File: config.mk
export PLATFORM = sky130hd
export DESIGN_NAME = cpu_id_operand_stage
export DESIGN_NICKNAME = d
export VERILOG_FILES = /design/src/rtl/cpu_id_operand_stage.sv
export SDC_FILE = /design/constraint.sdc
export NUM_CORES = 1
export LEC_CHECK = 0
export ABC_AREA = 1
export BUFFER_PORTS_ARGS = -buffer_cell sky130_fd_sc_hd__buf_2
export CAP_MARGIN = 20
export CELL_PAD_IN_SITES_DETAIL_PLACEMENT = 0
export CELL_PAD_IN_SITES_GLOBAL_PLACEMENT = 2
export CORE_AREA = 5 5 249 130
export CTS_CLUSTER_SIZE = 16
export DETAILED_ROUTE_END_ITERATION = 10
export DIE_AREA = 0 0 254 135
export PLACE_DENSITY_LB_ADDON = 0.1
export SYNTH_ARGS = -nofsm -noshare
export SYNTH_HDL_FRONTEND = slang
export SYNTH_SLANG_ARGS = --single-unit
File: constraint.sdc
create_clock -name clk -period 2 [get_ports clk]
set_input_delay 0.3 -clock clk [delete_from_list [all_inputs] [get_ports clk]]
set_output_delay 0.3 -clock clk [all_outputs]
set_load 0.01 [all_outputs]
File: src/rtl/cpu_id_operand_stage.sv
// Decode / operand stage sitting between IF and EX.
// Decodes MIPS I-type ALU ops and SPECIAL R-type ALU/shift ops, resolves both
// source operands through a prioritised forwarding network (index 0 youngest),
// stalls on load-use hazards, and presents a registered ID/EX bundle.
//
// Handshake: a transfer on either side happens on a rising clk edge where
// valid && ready are both high. The input side accepts when in_valid && in_ready.
// The output bundle is consumed when out_valid && out_ready. While out_valid is
// high and out_ready is low, the bundle holds stable. in_ready is combinational
// and never looks at flush; flush only blocks the capture itself.

package cpu_id_operand_pkg;

  typedef enum logic [4:0] {
    OP_INVALID = 5'd0,
    OP_ADD     = 5'd1,
    OP_ADDU    = 5'd2,
    OP_SUB     = 5'd3,
    OP_SUBU    = 5'd4,
    OP_AND     = 5'd5,
    OP_OR      = 5'd6,
    OP_XOR     = 5'd7,
    OP_NOR     = 5'd8,
    OP_SLT     = 5'd9,
    OP_SLTU    = 5'd10,
    OP_SLL     = 5'd11,
    OP_SRL     = 5'd12,
    OP_SRA     = 5'd13,
    OP_ADDI    = 5'd14,
    OP_ADDIU   = 5'd15,
    OP_SLTI    = 5'd16,
    OP_SLTIU   = 5'd17,
    OP_ANDI    = 5'd18,
    OP_ORI     = 5'd19,
    OP_XORI    = 5'd20,
    OP_LUI     = 5'd21
  } Oper_t;

endpackage

module cpu_id_operand_stage
  import cpu_id_operand_pkg::*;
#(
  parameter int DATA_W      = 32,
  parameter int NUM_FWD     = 2,
  parameter int STALL_CNT_W = 16
) (
  input  logic                      clk,
  input  logic                      rst_n,
  input  logic                      in_valid,
  output logic                      in_ready,
  input  logic [31:0]               inst,
  output logic [4:0]                reg_raddr1,
  output logic [4:0]                reg_raddr2,
  input  logic [DATA_W-1:0]         reg1_i,
  input  logic [DATA_W-1:0]         reg2_i,
  input  logic [NUM_FWD-1:0]        fwd_we,
  input  logic [5*NUM_FWD-1:0]      fwd_waddr,
  input  logic [DATA_W*NUM_FWD-1:0] fwd_wdata,
  input  logic [NUM_FWD-1:0]        fwd_rdy,
  input  logic                      flush,
  output logic                      out_valid,
  input  logic                      out_ready,
  output Oper_t                     op,
  output logic [DATA_W-1:0]         reg1_o,
  output logic [DATA_W-1:0]         reg2_o,
  output logic                      reg_we,
  output logic [4:0]                reg_waddr,
  output logic                      illegal,
  output logic [STALL_CNT_W-1:0]    stall_cnt
);

  // Instruction shape drives which operands are used and how reg2 is formed.
  typedef enum logic [2:0] {
    K_BAD   = 3'd0,
    K_IMM_S = 3'd1,
    K_IMM_Z = 3'd2,
    K_RTYPE = 3'd3,
    K_SHIFT = 3'd4
  } kind_t;

  // Instruction fields
  logic [5:0]  w_opcode;
  logic [4:0]  w_rs;
  logic [4:0]  w_rt;
  logic [4:0]  w_rd;
  logic [4:0]  w_sa;
  logic [5:0]  w_funct;
  logic [15:0] w_imm;

  assign w_opcode = inst[31:26];
  assign w_rs     = inst[25:21];
  assign w_rt     = inst[20:16];
  assign w_rd     = inst[15:11];
  assign w_sa     = inst[10:6];
  assign w_funct  = inst[5:0];
  assign w_imm    = inst[15:0];

  assign reg_raddr1 = w_rs;
  assign reg_raddr2 = w_rt;

  // Decode results
  Oper_t       w_op;
  kind_t       w_kind;
  logic        w_illegal;
  logic        w_we;
  logic [4:0]  w_waddr;
  logic        w_use_rs;
  logic        w_use_rt;

  // Forwarding results
  logic              w_hit1;
  logic              w_rdy1;
  logic [DATA_W-1:0] w_fdata1;
  logic              w_hit2;
  logic              w_rdy2;
  logic [DATA_W-1:0] w_fdata2;
  logic [DATA_W-1:0] w_opnd1;
  logic [DATA_W-1:0] w_opnd2;
  logic              w_haz1;
  logic              w_haz2;
  logic              w_hazard;

  // Final operand values to capture
  logic [DATA_W-1:0] w_reg1;
  logic [DATA_W-1:0] w_reg2;

  // Registered ID/EX bundle
  logic                   r_out_valid;
  Oper_t                  r_op;
  logic [DATA_W-1:0]      r_reg1;
  logic [DATA_W-1:0]      r_reg2;
  logic                   r_we;
  logic [4:0]             r_waddr;
  logic                   r_illegal;
  logic [STALL_CNT_W-1:0] r_stall_cnt;

  logic w_accept;

  // Opcode / funct decode into an operation and an instruction shape.
  always_comb begin
    w_op   = OP_INVALID;
    w_kind = K_BAD;
    if (w_opcode == 6'h00) begin
      case (w_funct)
        6'h00: begin w_op = OP_SLL;  w_kind = K_SHIFT; end
        6'h02: begin w_op = OP_SRL;  w_kind = K_SHIFT; end
        6'h03: begin w_op = OP_SRA;  w_kind = K_SHIFT; end
        6'h20: begin w_op = OP_ADD;  w_kind = K_RTYPE; end
        6'h21: begin w_op = OP_ADDU; w_kind = K_RTYPE; end
        6'h22: begin w_op = OP_SUB;  w_kind = K_RTYPE; end
        6'h23: begin w_op = OP_SUBU; w_kind = K_RTYPE; end
        6'h24: begin w_op = OP_AND;  w_kind = K_RTYPE; end
        6'h25: begin w_op = OP_OR;   w_kind = K_RTYPE; end
        6'h26: begin w_op = OP_XOR;  w_kind = K_RTYPE; end
        6'h27: begin w_op = OP_NOR;  w_kind = K_RTYPE; end
        6'h2A: begin w_op = OP_SLT;  w_kind = K_RTYPE; end
        6'h2B: begin w_op = OP_SLTU; w_kind = K_RTYPE; end
        default: begin w_op = OP_INVALID; w_kind = K_BAD; end
      endcase
    end else begin
      case (w_opcode)
        6'h08: begin w_op = OP_ADDI;  w_kind = K_IMM_S; end
        6'h09: begin w_op = OP_ADDIU; w_kind = K_IMM_S; end
        6'h0A: begin w_op = OP_SLTI;  w_kind = K_IMM_S; end
        6'h0B: begin w_op = OP_SLTIU; w_kind = K_IMM_S; end
        6'h0C: begin w_op = OP_ANDI;  w_kind = K_IMM_Z; end
        6'h0D: begin w_op = OP_ORI;   w_kind = K_IMM_Z; end
        6'h0E: begin w_op = OP_XORI;  w_kind = K_IMM_Z; end
        6'h0F: begin w_op = OP_LUI;   w_kind = K_IMM_Z; end
        default: begin w_op = OP_INVALID; w_kind = K_BAD; end
      endcase
    end
  end

  // Destination and source usage derived from the instruction shape.
  always_comb begin
    w_illegal = (w_kind == K_BAD);
    w_we      = !w_illegal;
    w_use_rs  = (w_kind == K_IMM_S) || (w_kind == K_IMM_Z) || (w_kind == K_RTYPE);
    w_use_rt  = (w_kind == K_RTYPE) || (w_kind == K_SHIFT);
    case (w_kind)
      K_IMM_S, K_IMM_Z: w_waddr = w_rt;
      K_RTYPE, K_SHIFT: w_waddr = w_rd;
      default:          w_waddr = 5'd0;
    endcase
  end

  // Forward lookup: scan oldest to youngest so the youngest match wins,
  // including when that youngest match is not ready yet.
  always_comb begin
    w_hit1   = 1'b0;
    w_rdy1   = 1'b0;
    w_fdata1 = '0;
    w_hit2   = 1'b0;
    w_rdy2   = 1'b0;
    w_fdata2 = '0;
    for (int k = NUM_FWD - 1; k >= 0; k--) begin
      if (fwd_we[k] && (fwd_waddr[5*k +: 5] == w_rs)) begin
        w_hit1   = 1'b1;
        w_rdy1   = fwd_rdy[k];
        w_fdata1 = fwd_wdata[DATA_W*k +: DATA_W];
      end
      if (fwd_we[k] && (fwd_waddr[5*k +: 5] == w_rt)) begin
        w_hit2   = 1'b1;
        w_rdy2   = fwd_rdy[k];
        w_fdata2 = fwd_wdata[DATA_W*k +: DATA_W];
      end
    end
  end

  // Operand resolution: r0 is hard zero and never hazards.
  always_comb begin
    w_opnd1 = '0;
    w_opnd2 = '0;
    w_haz1  = 1'b0;
    w_haz2  = 1'b0;
    if (w_rs != 5'd0) begin
      w_opnd1 = w_hit1 ? w_fdata1 : reg1_i;
      w_haz1  = w_hit1 && !w_rdy1;
    end
    if (w_rt != 5'd0) begin
      w_opnd2 = w_hit2 ? w_fdata2 : reg2_i;
      w_haz2  = w_hit2 && !w_rdy2;
    end
  end

  // Select what lands in reg1/reg2 for each instruction shape.
  always_comb begin
    w_reg1 = '0;
    w_reg2 = '0;
    case (w_kind)
      K_IMM_S: begin
        w_reg1 = w_opnd1;
        w_reg2 = {{(DATA_W-16){w_imm[15]}}, w_imm};
      end
      K_IMM_Z: begin
        w_reg1 = w_opnd1;
        w_reg2 = {{(DATA_W-16){1'b0}}, w_imm};
      end
      K_RTYPE: begin
        w_reg1 = w_opnd1;
        w_reg2 = w_opnd2;
      end
      K_SHIFT: begin
        w_reg1 = {{(DATA_W-5){1'b0}}, w_sa};
        w_reg2 = w_opnd2;
      end
      default: begin
        w_reg1 = '0;
        w_reg2 = '0;
      end
    endcase
  end

  // Hazard only on operands the instruction really reads; illegal uses none.
  assign w_hazard = in_valid && ((w_use_rs && w_haz1) || (w_use_rt && w_haz2));
  assign in_ready = !w_hazard && (!r_out_valid || out_ready);
  assign w_accept = in_valid && in_ready && !flush;

  // ID/EX bundle register: flush beats capture, capture beats drain.
  always_ff @(posedge clk or negedge rst_n) begin
    if (!rst_n) begin
      r_out_valid <= 1'b0;
      r_op        <= OP_INVALID;
      r_reg1      <= '0;
      r_reg2      <= '0;
      r_we        <= 1'b0;
      r_waddr     <= 5'd0;
      r_illegal   <= 1'b0;
    end else if (flush) begin
      r_out_valid <= 1'b0;
    end else if (w_accept) begin
      r_out_valid <= 1'b1;
      r_op        <= w_op;
      r_reg1      <= w_reg1;
      r_reg2      <= w_reg2;
      r_we        <= w_we;
      r_waddr     <= w_waddr;
      r_illegal   <= w_illegal;
    end else if (out_ready) begin
      r_out_valid <= 1'b0;
    end
  end

  // Saturating count of hazard-stall cycles; flush does not clear it.
  always_ff @(posedge clk or negedge rst_n) begin
    if (!rst_n) begin
      r_stall_cnt <= '0;
    end else if (w_hazard && (r_stall_cnt != '1)) begin
      r_stall_cnt <= r_stall_cnt + STALL_CNT_W'(1);
    end
  end

  assign out_valid = r_out_valid;
  assign op        = r_op;
  assign reg1_o    = r_reg1;
  assign reg2_o    = r_reg2;
  assign reg_we    = r_we;
  assign reg_waddr = r_waddr;
  assign illegal   = r_illegal;
  assign stall_cnt = r_stall_cnt;

endmodule

## After elaboration in Yosys (flattened, before gate mapping)

Memories as Yosys holds them, arrays and structs flattened.
Cells that the tools add are included.

- Add/subtract/negate cells: 1
- Equal/unequal tests: 9
- Muxes and demuxes: 27
- Bitwise logic cells: 1
- Reductions and logical operators: 34

Operators with widths:

| operator | number |
|---|---|
| two-way mux 32 bit | 8 |
| one-hot mux 32 bit (3 select lines) | 1 |
| one-hot mux 32 bit (2 select lines) | 1 |
| equality test 5 bit | 4 |
| adder 16 x 1 -> 16 bit, second input constant | 1 |
| inequality test 16 bit, second input constant | 1 |
| logical AND 1 bit | 13 |
| two-way mux 1 bit | 13 |
| one-hot mux 5 bit (2 select lines) | 1 |
| nonzero test 5 bit | 2 |
| two-way mux 8 bit | 1 |
| equality test 3 x 2 -> 1 bit, second input constant | 2 |
| zero test 1 bit | 6 |
| zero test 6 bit | 1 |
| logical OR 1 bit | 5 |
| two-way mux 5 bit | 1 |
| OR reduction 2 bit | 2 |
| equality test 3 x 1 -> 1 bit, second input constant | 1 |
| equality test 3 bit, second input constant | 1 |
| zero test 3 bit | 1 |
| two-way mux 3 bit | 1 |
| nonzero test 3 bit | 1 |
| OR reduction 3 bit | 1 |
| zero test 2 bit | 1 |
| 2 further kinds | 2 |

- Register bits: 93
- ROM bits: 560
- Bits of input ports: 179
- Output and inout bits: 104
- Word-level logic and storage cells: 82
- Memories kept: 2

Memory list:

| memory | words | bits a word | rd ports | clocked after memory_dff | wr ports | RTL line | RTL |
|---|---|---|---|---|---|---|---|
| (no name shown) | 64 | 7 | 1 | 0 | 0 | 145 | `case (w_funct)` |
| (no name shown) | 16 | 7 | 1 | 0 | 0 | 162 | `case (w_opcode)` |

## Logic depth before layout (Yosys ltp)

Gate-level depths: netlist (run 1).

- Depth after elaboration: 16
- Depth in mapped cells: 15

## Worst setup path before layout (run 1)

No wires, ideal clock.

- Path kind: in2reg
- From: input inst[1]
- To: register r_stall_cnt[14] (netlist: stall_cnt[14])
- Setup time: 0.130 ns
- Arrival time: 1.817 ns
- Required time: 1.870 ns
- Setup slack: 0.053 ns
- Cell stages on the path: 13
- Buffers on the path: 2
- Cells stage by stage: inv_1 -> ha_1 -> or2_1 -> nor2_1 -> nand2_1 -> a21oi_4 -> nand3_1 -> nand2_2 -> nand3_1 -> buf_2 -> buf_6 -> nand2_1 -> o21ai_0

- Longest elaborated chain between the ends: 9

RTL lines:

| item | RTL line | RTL |
|---|---|---|
| start, declared | 52 | `input logic [31:0] inst,` |
| memory read (64 x 7 bit) (*) | -- |  |
| two-way mux 3 bit (*) | 144 | `if (w_opcode == 6'h00) begin` |
| equality test 3 x 1 -> 1 bit or equality test 3 x 2 -> 1 bit (tied branches) | 180 | `w_use_rs = (w_kind == K_IMM_S) \|\| (w_kind == K_IMM_Z) \|\| (w_kind == K_RTYPE);` |
| logical OR 1 bit (2 in series) | 180 |  |
| logical AND 1 bit | 257 | `assign w_hazard = in_valid && ((w_use_rs && w_haz1) \|\| (w_use_rt && w_haz2));` |
| logical OR 1 bit (*) | 257 |  |
| logical AND 1 bit (*) | 257 |  |
| logical AND 1 bit (*) | 290 | `end else if (w_hazard && (r_stall_cnt != '1)) begin` |
| end signal, assigned | 291 | `r_stall_cnt <= r_stall_cnt + STALL_CNT_W'(1);` |
| end, declared | 136 | `logic [STALL_CNT_W-1:0] r_stall_cnt;` |

Every way passes the cells marked *; elsewhere a longest branch is shown, timed or not.
A chain may end at the register's enable or synchronous reset.

## Worst setup path after layout (run 1)

- From: input inst[1]
- To: register r_waddr[0] (netlist: reg_waddr[0])

- Longest elaborated chain between the ends: 13

RTL lines:

| item | RTL line | RTL |
|---|---|---|
| memory read (64 x 7 bit) (*) | -- |  |
| two-way mux 3 bit (*) | 144 |  |
| equality test 3 x 1 -> 1 bit or equality test 3 x 2 -> 1 bit (tied branches) | 180, 182 |  |
| logical OR 1 bit (2 in series) | 180 |  |
| logical AND 1 bit | 257 |  |
| logical OR 1 bit | 257 |  |
| logical AND 1 bit | 257 |  |
| zero test 1 bit | 258 | `assign in_ready = !w_hazard && (!r_out_valid \|\| out_ready);` |
| logical AND 1 bit | 258 |  |
| logical AND 1 bit (2 in series) | 259 | `assign w_accept = in_valid && in_ready && !flush;` |
| AND reduction 2 bit (no line) | -- |  |
| end signal, assigned | 279 | `r_waddr <= w_waddr;` |
| end, declared | 134 | `logic [4:0] r_waddr;` |

Marked as above.

==> flow_summary.ini, run 1 <==
[synth]
netlist-cell-type-count = 32
syn-num-nets = 1367
synth.cell_area_mm2 = 0.00736
yosys_reg_bits = 93
yosysWarningCount = 0
postSynthAreaPerCell_um2 = 6.23
yosysSeqAreaShare_pct = 31.6
synthesis.instances = 1180

[power_and_ir_drop]
power.share.clock_pct = 36.5
peak_supply_drop_uv = 424
power_frac_seq_pct = 38.7
ratio_of_total_power_to_cell_area_mw_per_mm2 = 497
sw_frac_of_total_pct = 33.5
p_int_mw = 3.46
power.net_switching_mw = 1.75
cellLeakagePower_nw = 6.00
comb_power_share_pct = 24.8

[critical_path]
worst_path_dominant_cell_family = buffers and inverters
worstPathRequired_ps = 2310
largest_fanout_on_the_critical_path = 4
worst-setup-path-type = in -> reg
path_cells = buf_6, inv_4, ha_4, or2_1, nor2_1, nand2_2, buf_4, buf_4, buf_4, buf_4, buf_4, buf_4, nand2_4, buf_4, nand2_1, o21ai_1, nand4_1, nand2_1
crit_path_frequent_cell = buf_4
crit_slowest_cell = or2_1
critical_path.endpoint_type = register
worstSetupStartpointType = input pin
arrival_time_reported_for_the_critical_path_endpoint_ps = 2230
cp_slowest_stage_delay_ps = 220
path_buf_inv = 9

[timing]
finalWorstPathRequiredPeriod_ps = 1920
final-setup-viol-count = 0
hold_violations = 0
fin_worst_hold_slack_ps = 185
period_share_pct = 96.2
clock.fmax_mhz = 520
postLayoutSetupSlackWorst_ps = 75.2
finClkSkew_ps = 14.8
setup_repair_after_global_routing_missed_its_margin = yes
timing.max_slew.rel_slack_pct = 63.9
timing_worst_slew_pin_value_ps = 540
final_max_slew_viol_count = 0

[clock_network]
numClockSinks = 93
clockBufferDepth = 2
numCtsBuffers = 9
htree_num_levels = 3
cts_tree = built
clockRootBuffer = clkbuf_16
insertion_delay_ps = 380
clk_transition_reported_paths_ps = 70

[global_routing]
groute.layer.met2.usage_pct = 30.1
overflow = 0
grt.met1_usage_pct = 33.8
grt_first_pass_wirelength_mm = 56.3
grt_use_total_pct = 21.8
grt_start_max_net_pins = 44
gr-max-usage-layer = met1
vias_in_the_first_global_route = 8793
antenna_found_initial = 10
grt_met3_use_pct = 5.66

[die]
fp-row-count = 45
core_footprint_mm2 = 0.0298
dieArea_mm2 = 0.0343
starting_density_of_the_core_pct = 24.7
die_height_um = 135
die_x_um = 254
top_level_ports = 283

[final_layout]
layout.cells.most_common_list = nand2_1 (431), buf_2 (278), nand4_1 (146)
finalInstanceArea_mm2 = 0.0105
area.growth.synth_to_final_pct = 42.4
finalCoreUtilization_pct = 35.1
final_net_count = 1698
layout.filler_cells = 3423
layout-drive-gt1-share_pct = 31.2
most_common_cell_after_layout_fill_and_taps_aside = nand2_1

[drt]
totalWireLength_mm = 38.2
drc = 0
avgViaCountPerCell = 4.72
vias = 9064
antenna_violating_nets_post_route = 0
post_drt_wl_per_cell_um = 19.9
drt_first_iter_violations = 611
pre_antenna_drt_iters = 5

[placement]
gp_routability_congestion = 0.863
port-buffer-count = 282
dpl.hpwl_mm = 31.0
placed_area_mm2 = 0.00994
post_place_setup_slack_ps = -319

[hold_path]
hold_class = in -> reg

[flow_run]
maxCapViolCount = 0

[outcome]
status = finished, final reports clean
-- cells by family (layout without fill, tap and decap cells) --
logic type,count (synthesis),count (layout),synth area share (%)
XOR/XNOR,14,14,1.67
other,0,5,0
AO/OA/AOI/OAI,96,96,6.90
AND/OR/NAND/NOR,752,752,45.7
flip-flops,93,93,31.6
adder cells (fa/ha/maj),8,8,1.36
buffers and inverters,217,553,12.8
-- cells in the mapped netlist --
| master | count | area, um2 |
|---|---|---|
| inv_2 | 5 | 18.8 |
| o22ai_1 | 1 | 6.26 |
| nand3_2 | 2 | 20.0 |
| or2_1 | 2 | 12.5 |
| xnor2_1 | 8 | 70.1 |
| nor2_2 | 3 | 18.8 |
| buf_6 | 9 | 101 |
| o21ai_0 | 50 | 250 |
| buf_1 | 9 | 33.8 |
| inv_1 | 116 | 435 |
| nor4_1 | 2 | 12.5 |
| o211ai_1 | 1 | 7.51 |
| nand2_1 | 436 | 1640 |
| a31oi_1 | 2 | 12.5 |
| nor2_1 | 59 | 221 |
| clkbuf_1 | 55 | 206 |
| a21oi_1 | 31 | 155 |
| a21oi_4 | 1 | 16.3 |
| a22o_1 | 1 | 8.76 |
| o21ai_1 | 7 | 35.0 |
| a21boi_0 | 1 | 7.51 |
| buf_2 | 12 | 60.1 |
| dfrtp_1 | 93 | 2330 |
| nand3_1 | 91 | 455 |
| nand3b_1 | 5 | 37.5 |
| xor2_1 | 6 | 52.6 |
| nand4_1 | 146 | 913 |
| nor3_1 | 4 | 20.0 |
| nand2_2 | 2 | 12.5 |
| ha_1 | 8 | 100 |
| o32ai_1 | 1 | 8.76 |
| buf_4 | 11 | 82.6 |
-- power by group through the flow --
stage	clock, mW	sequential, mW	combinational [mW]
finish	1.90	2.01	1.29
global route	2.05	2.02	1.43
CTS	1.97	2.02	1.27
detailed placement	0	2.05	1.26
global placement	0	2.05	1.27
floorplan	0	2.09	0.493
-- worst paths after layout --
| check | from | to | slack, ps | depth (start not counted) |
|---|---|---|---|---|
| max | inst[1] | reg_waddr[0] | 80 | 18 |
| min | flush | out_valid | 180 | 2 |
| max reg2reg | stall_cnt[1] | stall_cnt[6] | 190 | 7 |
| min reg2reg | reg2_o[5] | reg2_o[5] | 470 | 2 |
| max in group asynchronous | rst_n | stall_cnt[4] | 1030 | 3 |
| min in group asynchronous | rst_n | reg_waddr[1] | 320 | 2 |
-- final cells by class --
cell class | count | area, um2 | area share (%)
timing repair buffer | 416 | 2590 | 24.7
antenna | 5 | 12.5 | 0.119
multi-input combinational | 870 | 4280 | 40.8
clock inverter | 7 | 87.6 | 0.836
sequential | 93 | 2330 | 22.2
inverter | 121 | 460 | 4.39
clock buffer | 9 | 225 | 2.15
tap | 399 | 499 | 4.76
-- stage by stage --
step / total power, mW / std cells / TNS, ps
3_3_place_gp: 3.32 / 1888 / -26880
6_report: 5.21 / 1920 / 0
4_1_cts: 5.26 / 1913 / -5.43
3_5_place_dp: 3.32 / 1888 / -23250
2_1_floorplan: 2.58 / 1180 / 0
5_1_grt: 5.50 / 1920 / -2.61
-- metal layers --
metal  part of all wire [%]  vias up
met4                   0.97       10
li1                       -     4530
met2                     41      253
met5                   0.18        -
met3                    6.2       30
met1                     52     4241
-- state kept, by name (all words and copies together) (netlist names) --
| name | cells |
|---|---|
| reg1_o | 32 |
| reg2_o | 32 |
| stall_cnt | 16 |
| op | 5 |
| reg_waddr | 5 |
| illegal | 1 |
| out_valid | 1 |
| reg_we | 1 |
-- what timing repair did --
action	4_1_cts	5_1_grt
resized for setup	13	29
hold buffers	1	0
endpoints found under the hold margin	13	0
cloned	0	0
setup endpoints to repair	1	26
pin swaps	7	15
buffers inserted	8	3
No activity file was read; power rests on OpenSTA's default activity.
==> run 2, diff against run 1 <==
CELL_PAD_IN_SITES_DETAIL_PLACEMENT = 1   (was 0)
==> flow_summary.ini, run 2 (same netlist as run 1, synthesis figures left out) <==
[final_layout]
layout-drive-gt1-share_pct = 30.8
sequential_cell_area_mm2 = 0.00233
layout.filler_cells = 3865
multi_input_comb_area_mm2 = 0.00428
area.growth.synth_to_final_pct = 41.7
final_net_count = 1691
most_common_cell_after_layout_fill_and_taps_aside = nand2_1
layout.cells.most_common_list = nand2_1 (430), buf_2 (279), nand4_1 (146)

[critical_path]
critical_path.endpoint_type = output port
cp-startpoint = inst[1]
worstSetupEndpoint = in_ready
largest_fanout_on_the_critical_path = 3
worst-setup-path-type = in -> out
regToRegStartpoint = stall_cnt[1]
worstPathRequired_ps = 1700
arrival_time_reported_for_the_critical_path_endpoint_ps = 1640
crit_slowest_cell = or2_1
timing.reg2reg.worst_path_depth = 9
critical_path.reg2reg.endpoint = stall_cnt[12]
cp_slowest_stage_delay_ps = 220
worstSetupStartpointType = input pin
path_cells = buf_8, inv_4, ha_4, or2_1, nor2_1, nand2_2, a21oi_4, nand3_2, nand2_4, a21boi_2, buf_2
setup.reg_to_reg.worst_slack_ps = 270

[timing]
final_max_slew_viol_count = 0
hold_violations = 0
timing.max_slew.rel_slack_pct = 67.9
postLayoutSetupSlackWorst_ps = 63.0
period_share_pct = 96.9
finalWorstPathRequiredPeriod_ps = 1940
setup_repair_after_global_routing_missed_its_margin = yes
clock.fmax_mhz = 516
finClkSkew_ps = 10.4
timing_worst_slew_pin_value_ps = 480
final-setup-viol-count = 0

[clock_network]
insertion_delay_ps = 370
htree_num_levels = 3
cts_tree = built
clockBufferDepth = 2
numCtsBuffers = 9
numClockSinks = 93
clk_transition_reported_paths_ps = 80
clockRootBuffer = clkbuf_16

[global_routing]
vias_in_the_first_global_route = 9175
grt_first_pass_wirelength_mm = 58.6
overflow = 0
grt_start_max_net_pins = 44
antenna_found_initial = 11
grt_use_total_pct = 22.5

[power_and_ir_drop]
power_frac_seq_pct = 39.3
p_int_mw = 3.34
sw_frac_of_total_pct = 34.8
peak_supply_drop_uv = 420
power.share.clock_pct = 35.5
power.net_switching_mw = 1.78
ratio_of_total_power_to_cell_area_mw_per_mm2 = 492
power_mw = 5.13
comb_power_share_pct = 25.2
cellLeakagePower_nw = 5.96

[hold_path]
hold_class = in -> reg

[drt]
post_drt_wl_per_cell_um = 20.7
vias = 9137
avgViaCountPerCell = 4.77
drt_first_iter_violations = 540
pre_antenna_drt_iters = 5
totalWireLength_mm = 39.5
drc = 0
antenna_violating_nets_post_route = 0

[outcome]
status = finished, final reports clean

[die]
starting_density_of_the_core_pct = 24.7
fp-row-count = 45
die_height_um = 135
die_x_um = 254
top_level_ports = 283
dieArea_mm2 = 0.0343
core_footprint_mm2 = 0.0298

[flow_run]
maxCapViolCount = 0

[placement]
post_place_setup_slack_ps = -346
gp_routability_congestion = 0.863
port-buffer-count = 282
dpl.hpwl_mm = 32.2
[run 2: worst max-delay path: cells and delay by family]
kind	cells	cell delay, ps
buffers and inverters	3	250
AO/OA/AOI/OAI	2	270
adder cells (fa/ha/maj)	1	140
AND/OR/NAND/NOR	5	670
[run 2: how the worst min path moves through the flow]
stage	slack, ps	end	cells past startpoint	from
3_5_place_dp	180	reg_waddr[1]	1	rst_n
2_1_floorplan	4	illegal	0	rst_n
5_1_grt	160	out_valid	2	flush
4_1_cts	140	out_valid	2	flush
3_3_place_gp	180	reg_waddr[1]	1	rst_n
6_report	170	out_valid	2	flush
[run 2: per-stage QoR]
step	utilization, %	cells	cell area (um2)	setup TNS, ps	hold slack (ps)
2_1_floorplan	-	1180	7360	0	4.41
3_3_place_gp	33.3	1888	9940	-26880	182
3_5_place_dp	33.3	1888	9940	-25410	182
4_1_cts	34.5	1907	10300	0	142
5_1_grt	34.9	1914	10400	-31.9	158
6_report	34.9	1914	10400	0	169
[run 2: layout make-up]
cell class	instances	share of cell area, %
sequential	93	22.3
clock buffer	9	2.16
antenna	6	0.144
tap	399	4.79
clock inverter	7	0.744
inverter	121	4.38
multi-input combinational	870	41.0
timing repair buffer	409	24.4
[run 2: per-layer routing]
metal  share of wire, %  track usage (%)  vias up  routed length (um)
met5               0.15                0        -                  59
met4               0.89             3.69       10                 350
met3                7.1             6.91       29                2820
met2                 42             31.8      216               16500
met1                 50             33.8     4354               19800
li1                   -                -     4528                   -
[run 2: power by group through the flow]
stage	clock network, mW	logic (mW)	registers, mW
after floorplan	0	0.493	2.09
after global placement	0	1.27	2.05
after detailed placement	0	1.27	2.05
after CTS	1.91	1.28	2.02
after global routing	1.95	1.43	2.03
final	1.82	1.29	2.01
[run 2: repair_timing]
item,4_1_cts,5_1_grt
hold buffers,1,0
pin swaps,4,8
resized for setup,8,27
hold endpoints to repair,13,0
endpoints found under the setup margin,1,63
setup buffers,3,1
